==> src/rtl/instruction_fetch_decode_if.sv <==
// ---------------------------------------------------------------------------
// instruction_fetch_decode_if
// Instruction-memory fetch bus between the fetch/decode controller and the
// instruction memory.
//   imem_req   : fetch request (controller -> memory)
//   imem_addr  : 10-bit fetch address, equal to the controller's PC
//   imem_ack   : imem_rdata is valid this cycle (memory -> controller)
//   imem_rdata : 16-bit fetched instruction word
// Modports: master = controller side, slave = memory side.
// ---------------------------------------------------------------------------
interface instruction_fetch_decode_if;
    logic        imem_req;
    logic [9:0]  imem_addr;
    logic        imem_ack;
    logic [15:0] imem_rdata;

    modport master (
        output imem_req,
        output imem_addr,
        input  imem_ack,
        input  imem_rdata
    );

    modport slave (
        input  imem_req,
        input  imem_addr,
        output imem_ack,
        output imem_rdata
    );
endinterface

==> src/rtl/instruction_fetch_decode.sv <==
// ---------------------------------------------------------------------------
// instruction_fetch_decode
// Multi-cycle fetch/decode controller for a 16-bit instruction set with a
// 10-bit program counter. Fetches one instruction per FETCH, decodes it for a
// single cycle, optionally spends two MEM cycles on loads/stores, and stops
// for good on HALT.
//
// Ports:
//   clk                  : clock, all state on the rising edge
//   rst                  : asynchronous, active-high reset
//   imem                 : fetch bus (master modport): req/addr out, ack/rdata in
//   id2, id1, id0        : opcode bits IR[15:13]
//   aluControlSignal     : ALU operation (DECODE of ALU)
//   registerWriteSignal  : register write (DECODE of ALU/LD, last MEM cycle of LD)
//   dataMemoryReadSignal : data memory read (DECODE and MEM of LD)
//   isStore              : store in progress (DECODE and MEM of ST)
//   writeMemorySignal    : data memory write (MEM of ST)
//   pcReadSignal         : jump taken (DECODE of JMP)
//   clockCounterEnabled  : multi-cycle memory access in progress (MEM)
//   halted               : HALT executed; only rst leaves this state
//
// Every output is a flop: the next-cycle value is computed from the next
// state, so the controls become visible in the same cycle the state does.
// ---------------------------------------------------------------------------
module instruction_fetch_decode (
    input  logic                              clk,
    input  logic                              rst,
    instruction_fetch_decode_if.master        imem,
    output logic                              id2,
    output logic                              id1,
    output logic                              id0,
    output logic                              aluControlSignal,
    output logic                              registerWriteSignal,
    output logic                              dataMemoryReadSignal,
    output logic                              isStore,
    output logic                              writeMemorySignal,
    output logic                              pcReadSignal,
    output logic                              clockCounterEnabled,
    output logic                              halted
);

    localparam int INSTR_W = 16;
    localparam int PC_W    = 10;

    localparam logic [2:0] OP_ALU  = 3'b000;
    localparam logic [2:0] OP_ST   = 3'b001;
    localparam logic [2:0] OP_LD   = 3'b010;
    localparam logic [2:0] OP_JMP  = 3'b110;
    localparam logic [2:0] OP_HALT = 3'b111;

    typedef enum logic [1:0] {
        S_FETCH  = 2'd0,
        S_DECODE = 2'd1,
        S_MEM    = 2'd2,
        S_HALT   = 2'd3
    } state_t;

    state_t               state_q, state_d;
    logic [PC_W-1:0]      pc_q, pc_d;
    logic [INSTR_W-1:0]   ir_q, ir_d;
    logic [1:0]           cnt_q, cnt_d;
    logic                 req_q, req_d;
    logic                 alu_q, alu_d;
    logic                 rws_q, rws_d;
    logic                 dmr_q, dmr_d;
    logic                 st_q, st_d;
    logic                 wms_q, wms_d;
    logic                 pcr_q, pcr_d;
    logic                 cce_q, cce_d;
    logic                 halted_q, halted_d;
    logic [2:0]           op_q, op_d;

    assign op_q = ir_q[15:13];
    assign op_d = ir_d[15:13];

    // IR[12:10] is carried in the instruction register but no decode uses it.
    logic unused_ir_bits;
    assign unused_ir_bits = ^ir_q[12:10];

    always_comb begin
        state_d  = state_q;
        pc_d     = pc_q;
        ir_d     = ir_q;
        cnt_d    = cnt_q;
        req_d    = 1'b0;
        alu_d    = 1'b0;
        rws_d    = 1'b0;
        dmr_d    = 1'b0;
        st_d     = 1'b0;
        wms_d    = 1'b0;
        pcr_d    = 1'b0;
        cce_d    = 1'b0;
        halted_d = 1'b0;

        // Next-state and architectural-state updates.
        case (state_q)
            S_FETCH: begin
                // An ack is only honoured once the request is actually on the
                // bus (the cycle right after reset has req low).
                if (imem.imem_ack && req_q) begin
                    ir_d    = imem.imem_rdata;
                    state_d = S_DECODE;
                end
            end
            S_DECODE: begin
                case (op_q)
                    OP_LD, OP_ST: begin
                        cnt_d   = 2'd2;
                        state_d = S_MEM;
                    end
                    OP_JMP: begin
                        // 10-bit add: the offset is two's complement and the
                        // sum wraps modulo 1024.
                        pc_d    = pc_q + ir_q[PC_W-1:0];
                        state_d = S_FETCH;
                    end
                    OP_HALT: begin
                        state_d = S_HALT;
                    end
                    default: begin
                        pc_d    = pc_q + 10'd1;
                        state_d = S_FETCH;
                    end
                endcase
            end
            S_MEM: begin
                cnt_d = cnt_q - 2'd1;
                if (cnt_q <= 2'd1) begin
                    cnt_d   = 2'd0;
                    pc_d    = pc_q + 10'd1;
                    state_d = S_FETCH;
                end
            end
            default: begin
                state_d = S_HALT;
            end
        endcase

        // Registered outputs for the state being entered.
        case (state_d)
            S_FETCH: begin
                req_d = 1'b1;
            end
            S_DECODE: begin
                case (op_d)
                    OP_ALU: begin
                        alu_d = 1'b1;
                        rws_d = 1'b1;
                    end
                    OP_LD: begin
                        dmr_d = 1'b1;
                        rws_d = 1'b1;
                    end
                    OP_ST: begin
                        st_d = 1'b1;
                    end
                    OP_JMP: begin
                        pcr_d = 1'b1;
                    end
                    default: ;
                endcase
            end
            S_MEM: begin
                cce_d = 1'b1;
                if (op_d == OP_LD) begin
                    dmr_d = 1'b1;
                    // Register write-back only on the final MEM cycle.
                    rws_d = (cnt_d == 2'd1);
                end
                if (op_d == OP_ST) begin
                    st_d  = 1'b1;
                    wms_d = 1'b1;
                end
            end
            default: begin
                halted_d = 1'b1;
            end
        endcase
    end

    always_ff @(posedge clk or posedge rst) begin
        if (rst) begin
            state_q  <= S_FETCH;
            pc_q     <= '0;
            ir_q     <= '0;
            cnt_q    <= '0;
            req_q    <= 1'b0;
            alu_q    <= 1'b0;
            rws_q    <= 1'b0;
            dmr_q    <= 1'b0;
            st_q     <= 1'b0;
            wms_q    <= 1'b0;
            pcr_q    <= 1'b0;
            cce_q    <= 1'b0;
            halted_q <= 1'b0;
        end else begin
            state_q  <= state_d;
            pc_q     <= pc_d;
            ir_q     <= ir_d;
            cnt_q    <= cnt_d;
            req_q    <= req_d;
            alu_q    <= alu_d;
            rws_q    <= rws_d;
            dmr_q    <= dmr_d;
            st_q     <= st_d;
            wms_q    <= wms_d;
            pcr_q    <= pcr_d;
            cce_q    <= cce_d;
            halted_q <= halted_d;
        end
    end

    assign imem.imem_req  = req_q;
    assign imem.imem_addr = pc_q;

    assign id2 = op_q[2];
    assign id1 = op_q[1];
    assign id0 = op_q[0];

    assign aluControlSignal     = alu_q;
    assign registerWriteSignal  = rws_q;
    assign dataMemoryReadSignal = dmr_q;
    assign isStore              = st_q;
    assign writeMemorySignal    = wms_q;
    assign pcReadSignal         = pcr_q;
    assign clockCounterEnabled  = cce_q;
    assign halted               = halted_q;

endmodule
==> src/flat_wrapper.sv <==
// flat-port wrapper written by rule: the top's interface ports become plain ports
module instruction_fetch_decode_flat 
  (clk, rst, id2, id1, id0, aluControlSignal, registerWriteSignal, dataMemoryReadSignal, isStore, writeMemorySignal, pcReadSignal, clockCounterEnabled, halted, imem_imem_req, imem_imem_addr, imem_imem_ack, imem_imem_rdata);
  instruction_fetch_decode_if imem_i ();
  input  logic clk;
  input  logic rst;
  output logic id2;
  output logic id1;
  output logic id0;
  output logic aluControlSignal;
  output logic registerWriteSignal;
  output logic dataMemoryReadSignal;
  output logic isStore;
  output logic writeMemorySignal;
  output logic pcReadSignal;
  output logic clockCounterEnabled;
  output logic halted;
  output wire logic [$bits(imem_i.imem_req)-1:0] imem_imem_req;
  output wire logic [$bits(imem_i.imem_addr)-1:0] imem_imem_addr;
  input wire logic [$bits(imem_i.imem_ack)-1:0] imem_imem_ack;
  input wire logic [$bits(imem_i.imem_rdata)-1:0] imem_imem_rdata;
  assign imem_imem_req = imem_i.imem_req;
  assign imem_imem_addr = imem_i.imem_addr;
  assign imem_i.imem_ack = imem_imem_ack;
  assign imem_i.imem_rdata = imem_imem_rdata;
  instruction_fetch_decode u_core (.clk(clk), .rst(rst), .imem(imem_i), .id2(id2), .id1(id1), .id0(id0), .aluControlSignal(aluControlSignal), .registerWriteSignal(registerWriteSignal), .dataMemoryReadSignal(dataMemoryReadSignal), .isStore(isStore), .writeMemorySignal(writeMemorySignal), .pcReadSignal(pcReadSignal), .clockCounterEnabled(clockCounterEnabled), .halted(halted));
endmodule
==> config.mk <==
export PLATFORM = sky130hd
export DESIGN_NAME = instruction_fetch_decode_flat
export DESIGN_NICKNAME = d
export VERILOG_FILES = /design/src/rtl/instruction_fetch_decode_if.sv /design/src/rtl/instruction_fetch_decode.sv /design/src/flat_wrapper.sv
export SDC_FILE = /design/constraint.sdc
export NUM_CORES = 1
export LEC_CHECK = 0
export CAP_MARGIN = 20
export CORE_MARGIN = 5
export CORE_UTILIZATION = 47
export DETAILED_ROUTE_END_ITERATION = 12
export PLACE_DENSITY = 0.85
export SYNTH_ARGS = -nofsm -noshare
export SYNTH_HDL_FRONTEND = slang
export SYNTH_SLANG_ARGS = --single-unit
==> constraint.sdc <==
create_clock -name clk -period 1.95 [get_ports clk]
set_input_delay 0.2925 -clock clk [delete_from_list [all_inputs] [get_ports clk]]
set_output_delay 0.2925 -clock clk [all_outputs]
set_load 0.02 [all_outputs]
---- Word-level counts from Yosys, hierarchy flattened ----
Cells that the tools add are included.
cells by class
  add/sub/neg operators ................... 3
  magnitude comparators ................... 1
  equal/unequal tests ..................... 14
  mux-type cells .......................... 27
  reductions and logical operators ........ 12
operator list
  operator                                                        number
  one-hot mux 10 bit (2 select lines)                             2
  2-to-1 mux 16 bit                                               2
  2-to-1 mux 1 bit                                                14
  adder 10 x 1 -> 10 bit, second input constant                   1
  adder 10 bit                                                    1
  2-to-1 mux 10 bit                                               1
  equality test 3 bit, second input constant                      3
  2-to-1 mux 2 bit                                                4
  one-hot mux 2 bit (2 select lines)                              2
  equality test 2 x 1 -> 1 bit, second input constant             3
  equality test 3 x 1 -> 1 bit, second input constant             2
  equality test 3 x 2 -> 1 bit, second input constant             2
  one-hot mux 2 bit (3 select lines)                              1
  OR reduction 2 bit                                              3
  OR reduction 3 bit                                              2
  equality test 2 bit, second input constant                      2
  logical NOT 2 bit                                               2
  logical NOT 3 bit                                               1
  AND reduction 3 bit                                             1
  less-or-equal comparator 2 x 1 -> 1 bit, second input constant  1
  != test 2 x 1 -> 1 bit, second input constant                   1
  != test 2 bit, second input constant                            1
  one-hot mux 1 bit (2 select lines)                              1
  AND reduction 2 bit                                             1
  other kinds (3)                                                 3
storage, ports and cells
  register bits after elaboration ......... 39
  bits of input ports ..................... 19
  output and inout port bits .............. 22
  word-level logic and storage cells ...... 71

---- Depth between registers and ports, before layout ----
  depth after elaboration ................. 7
  depth in mapped cells ................... 9
  mapped depth without buffers ............ 9

---- Worst setup path after synthesis ----
OpenSTA, ideal clock, no wires.
  path kind ............................... reg-to-reg
  from .................................... register u_core.pc_q[0], in the netlist u_core.imem.imem_addr[0]
  to ...................................... register u_core.pc_q[8], in the netlist u_core.imem.imem_addr[8]
  library setup time ...................... 99 ps
  arrival time ............................ 2124 ps
  required time ........................... 1851 ps
  setup slack ............................. -273 ps
  cell stages (with the launch flop) ...... 9
  path buffers ............................ 0
  clock period less this slack ............ 2223 ps
  cell sequence ........................... dfrtp_1 > ha_1 > fa_1 > a21o_1 > a21oi_1 > o21ai_0 > nor2b_1 > xnor2_1 > a311oi_1
on the way
  word-level cells in the longest chain between the ends .. 3
  elaborated cells on any way between the ends .. 5
  classes of those cells .................. 2 x add/sub; 3 x mux
RTL lines
  item                                                                             RTL line                                                                                           RTL
  from (decl)                                                                      instruction_fetch_decode.sv:59                                                                     logic [PC_W-1:0] pc_q, pc_d;
  from (signal assigned)                                                           instruction_fetch_decode.sv:198                                                                    pc_q <= pc_d;
  adder 10 x 1 -> 10 bit / adder 10 bit (equally long branches)                    instruction_fetch_decode.sv:121, instruction_fetch_decode.sv:130, instruction_fetch_decode.sv:114
  one-hot mux 10 bit (2 select lines) / 2-to-1 mux 10 bit (equally long branches)  instruction_fetch_decode.sv:106, instruction_fetch_decode.sv:128
  one-hot mux 10 bit (2 select lines) (*)                                          instruction_fetch_decode.sv:96                                                                     case (state_q)
Every way passes the cells marked *; elsewhere a longest branch is shown, timed or not. The select of a mux whose other input is x is not followed.
A chain may end at the register's enable or synchronous reset.

---- Worst setup path after layout ----
Same ends and word-level chain as after synthesis.

==> results_dict.tcl <==
set metrics [dict create \
    post_drt_wl_per_cell_um 16.02 \
    final.setup_skew_ps 10.73 \
    io_pins 41 \
    die_h_um 77.75 \
    power.internal_mw 1.028 \
    async_reset_ff_share_pct 100.0 \
    rows 24 \
    numCtsBuffers 5 \
    final.period_utilization_pct 102.6 \
    cts_max_level 2 \
    switching_share_pct 22.74 \
    path_clk_slew_ps 80 \
    clkPwrFrac_pct 40.3 \
    fmax_ghz 0.4997 \
    synth_edf_count 0 \
    power.leakage_nw 1.357 \
    finalCriticalPeriod_ps 2001 \
    setup.worst_path.end_class "flip-flop" \
    ctsHoldBuffers 0 \
    timing.final.max_slew_violations 0 \
    antenna_found_initial 0 \
    finalSetupViolCount 2 \
    n_antenna_cell 0 \
    required_ps 2140 \
    violations "negative setup slack" \
    drc 0 \
    via_count 1900 \
    path_class "reg2reg" \
    vdd_drop_max_mv 0.3598 \
    place_ws_ps -55.26 \
    fin_tns_setup_ps -91.74 \
    p_comb_share_pct 3.6 \
    ff2ff_setup_slack_ps -50 \
    synth-main-ff-cell "dfrtp_1" \
    arrival_ps 2200 \
    overflow 0 \
    r2r-start "u_core.imem.imem_addr[0]$_DFFE_PP0P_" \
    gp_congestion 0.8749 \
    hold_violations 0 \
    die_w_um 77.75 \
    maxSlewHeadroom_pct 69.83 \
    ant_nets 0 \
    portBuffers 37 \
    areaGrowthSynthToFinish_pct 36.89 \
    via_per_inst 5.655 \
    first_pass_iters 4 \
    layout.nets 321 \
    drt_iter0_drc 113 \
    clock-sinks 36 \
    timing.final.ws_setup_ps -51.29 \
    synth_nets 260 \
    fin_hold_ws_ps 400.9 \
    rsz0062_at_grt "true" \
    core_mm2 0.004414 \
    fin_area_mm2 0.002953 \
    critPathLaunchType "flip-flop" \
    drv_cap 0 \
    synthesis.area_mm2 0.002157 \
    grt_max_degree 37 \
    ys_ff_latch 36 \
    netlist_instances 222 \
    grt_pass1_vias 1930 \
    place_hpwl_um 3864 \
    path_max_fanout 3 \
    yosysSeqAreaShare_pct 41.76 \
    cts_buffer_depth 2 \
    hold_class "in2async" \
    worst_r2r_endpoint "u_core.imem.imem_addr[8]$_DFFE_PP0P_" \
    worstSkewPairLatency_ps 300 \
    cts_tree "done" \
    grt_pass1_wl_um 8694 \
    p_seq_share_pct 56.1 \
    dieArea_mm2 0.006044 \
    placed_area_mm2 0.002738 \
    root_buffer "clkbuf_8" \
    synth.distinct_cells 46 \
    ys_warn_count 0 \
    reg2regPathDepth 8 \
    initial_core_util_pct 48.87 \
    totalWireLength_um 5384 \
    drive_gt1_share_pct 23.59 \
    grt_use_total_pct 17.77 \
    pwr_density_cell_mw_per_mm2 450.5 \
    worstMarginPinSlew_ps 452.5 \
    synth_area_per_cell_um2 9.717 \
    status "complete, but fails checks" \
    p_switching_uw 302.5 \
]
## power groups by stage
| stage | combinational [mW] | clock, mW | sequential (mW) |
|---|---|---|---|
| 2_1_floorplan | 0.0114 | 0 | 0.761 |
| 3_3_place_gp | 0.0474 | 0 | 0.761 |
| 3_5_place_dp | 0.0486 | 0 | 0.761 |
| 4_1_cts | 0.0486 | 0.547 | 0.746 |
| 5_1_grt | 0.0524 | 0.592 | 0.746 |
| 6_report | 0.0477 | 0.537 | 0.746 |
## per-layer routing
metal  part of all wire (%)  GRT usage [%]  routed length, um  vias up
met4                    1.1          5.842                 59        0
met2                     49          28.80               2620       53
met5                      0              0                  0        -
met1                     43          22.12               2337      915
met3                    6.8          6.134                368        7
li1                       -              -                  -      925
## Yosys cell counts (all sizes together), types with 3 or more instances
cell type,n,area (um2)
mux2,10,112.6
clkbuf,3,11.26
ha,18,225.2
mux2i,6,60.06
a21o,3,22.52
nand2,20,75.07
buf,3,21.27
a31oi,3,18.77
nor2,9,33.78
xnor2,5,51.30
inv,12,45.04
nor3,10,55.05
o21ai,16,80.07
dfrtp,36,900.9
a21oi,22,110.1
nand3,11,55.05
## logic make-up after synthesis
| logic type | Yosys count | share of synthesized area [%] |
|---|---|---|
| fa+ha+maj | 19 | 11.37 |
| xor+xnor | 7 | 3.190 |
| compound gates | 56 | 15.31 |
| mux | 16 | 8.005 |
| buf+inv | 18 | 3.596 |
| simple gates | 70 | 16.76 |
| flops | 36 | 41.76 |
## what timing repair did
action | in CTS | in global routing
setup buffers | 2 | 2
gates cloned | 0 | 0
pin swaps | 2 | 7
gates resized for setup | 2 | 24
endpoints found under the setup margin | 6 | 11
## critical path: stages, from the launching register on
cell	delay [ps]
dfrtp_2	430
ha_4	170
fa_2	330
a21o_1	200
a21oi_2	170
o21ai_1	90
nor2b_1	150
xnor2_1	120
a311oi_1	240
## layout by cell type, fill, tap and decap left out, types with 2 or more instances in the layout
master	Yosys	routed
clkdlybuf4s50_1	0	37
nand4_1	2	2
a21boi_0	2	2
o21ai_1	1	5
nor3_1	9	8
nor3_2	1	2
inv_1	12	11
mux2i_1	6	4
dfrtp_1	36	33
mux2_2	10	10
buf_4	0	22
xor2_1	2	2
a21oi_1	22	19
nand2b_1	2	2
dfrtp_2	0	3
nor2_1	9	8
nand2_1	20	20
nor2b_1	2	2
ha_1	18	13
ha_4	0	4
o21ai_0	15	11
nor4b_1	2	2
nand3_1	11	10
and2_1	2	2
a31oi_1	3	3
xnor2_2	1	2
mux2i_2	0	2
clkbuf_8	0	5
a21o_1	3	3
xnor2_1	4	3
a21oi_2	0	3
## worst max path at each step
stage / to / start / depth (start not counted)
6_report: u_core.imem.imem_addr[8]$_DFFE_PP0P_ / u_core.imem.imem_addr[0]$_DFFE_PP0P_ / 8
5_1_grt: u_core.imem.imem_addr[8]$_DFFE_PP0P_ / u_core.ir_q[0]$_DFFE_PP0P_ / 8
4_1_cts: u_core.imem.imem_addr[6]$_DFFE_PP0P_ / u_core.imem.imem_addr[0]$_DFFE_PP0P_ / 8
3_5_place_dp: u_core.imem.imem_addr[9]$_DFFE_PP0P_ / u_core.state_q[0]$_DFF_PP0_ / 9
3_3_place_gp: u_core.imem.imem_addr[8]$_DFFE_PP0P_ / u_core.imem.imem_addr[0]$_DFFE_PP0P_ / 8
2_1_floorplan: u_core.imem.imem_addr[8]$_DFFE_PP0P_ / u_core.imem.imem_addr[0]$_DFFE_PP0P_ / 8
## final cells by class
class,instances,area (um2)
tap,52,65.06
clock buffer,6,72.57
multi-input combinational,168,1303
fill,316,1461
inverter,12,45.04
sequential,36,904.6
clock inverter,2,16.27
timing repair buffer,60,546.8
## registers in the layout, indices dropped and copies added, names as in the netlist
| signal | cells |
|---|---|
| u_core.ir_q | 13 |
| u_core.state_q | 2 |
| u_core.aluControlSignal | 1 |
| u_core.pcReadSignal | 1 |
| u_core.writeMemorySignal | 1 |
| u_core.imem.imem_req | 1 |
| u_core.halted | 1 |
| u_core.clockCounterEnabled | 1 |
| u_core.imem.imem_addr | 10 |
| u_core.isStore | 1 |
| u_core.cnt_q | 2 |
| u_core.dataMemoryReadSignal | 1 |
| u_core.registerWriteSignal | 1 |
## metrics by stage
step / util, % / cells / total power [mW]
final: 66.89 / 336 / 1.330
after global routing: 66.89 / 336 / 1.390
after CTS: 64.43 / 336 / 1.341
after detailed placement: 62.02 / 326 / 0.8093
after global placement: 62.02 / 326 / 0.8081
after floorplan: - / 222 / 0.7721
(Power assumes the default switching activity.)
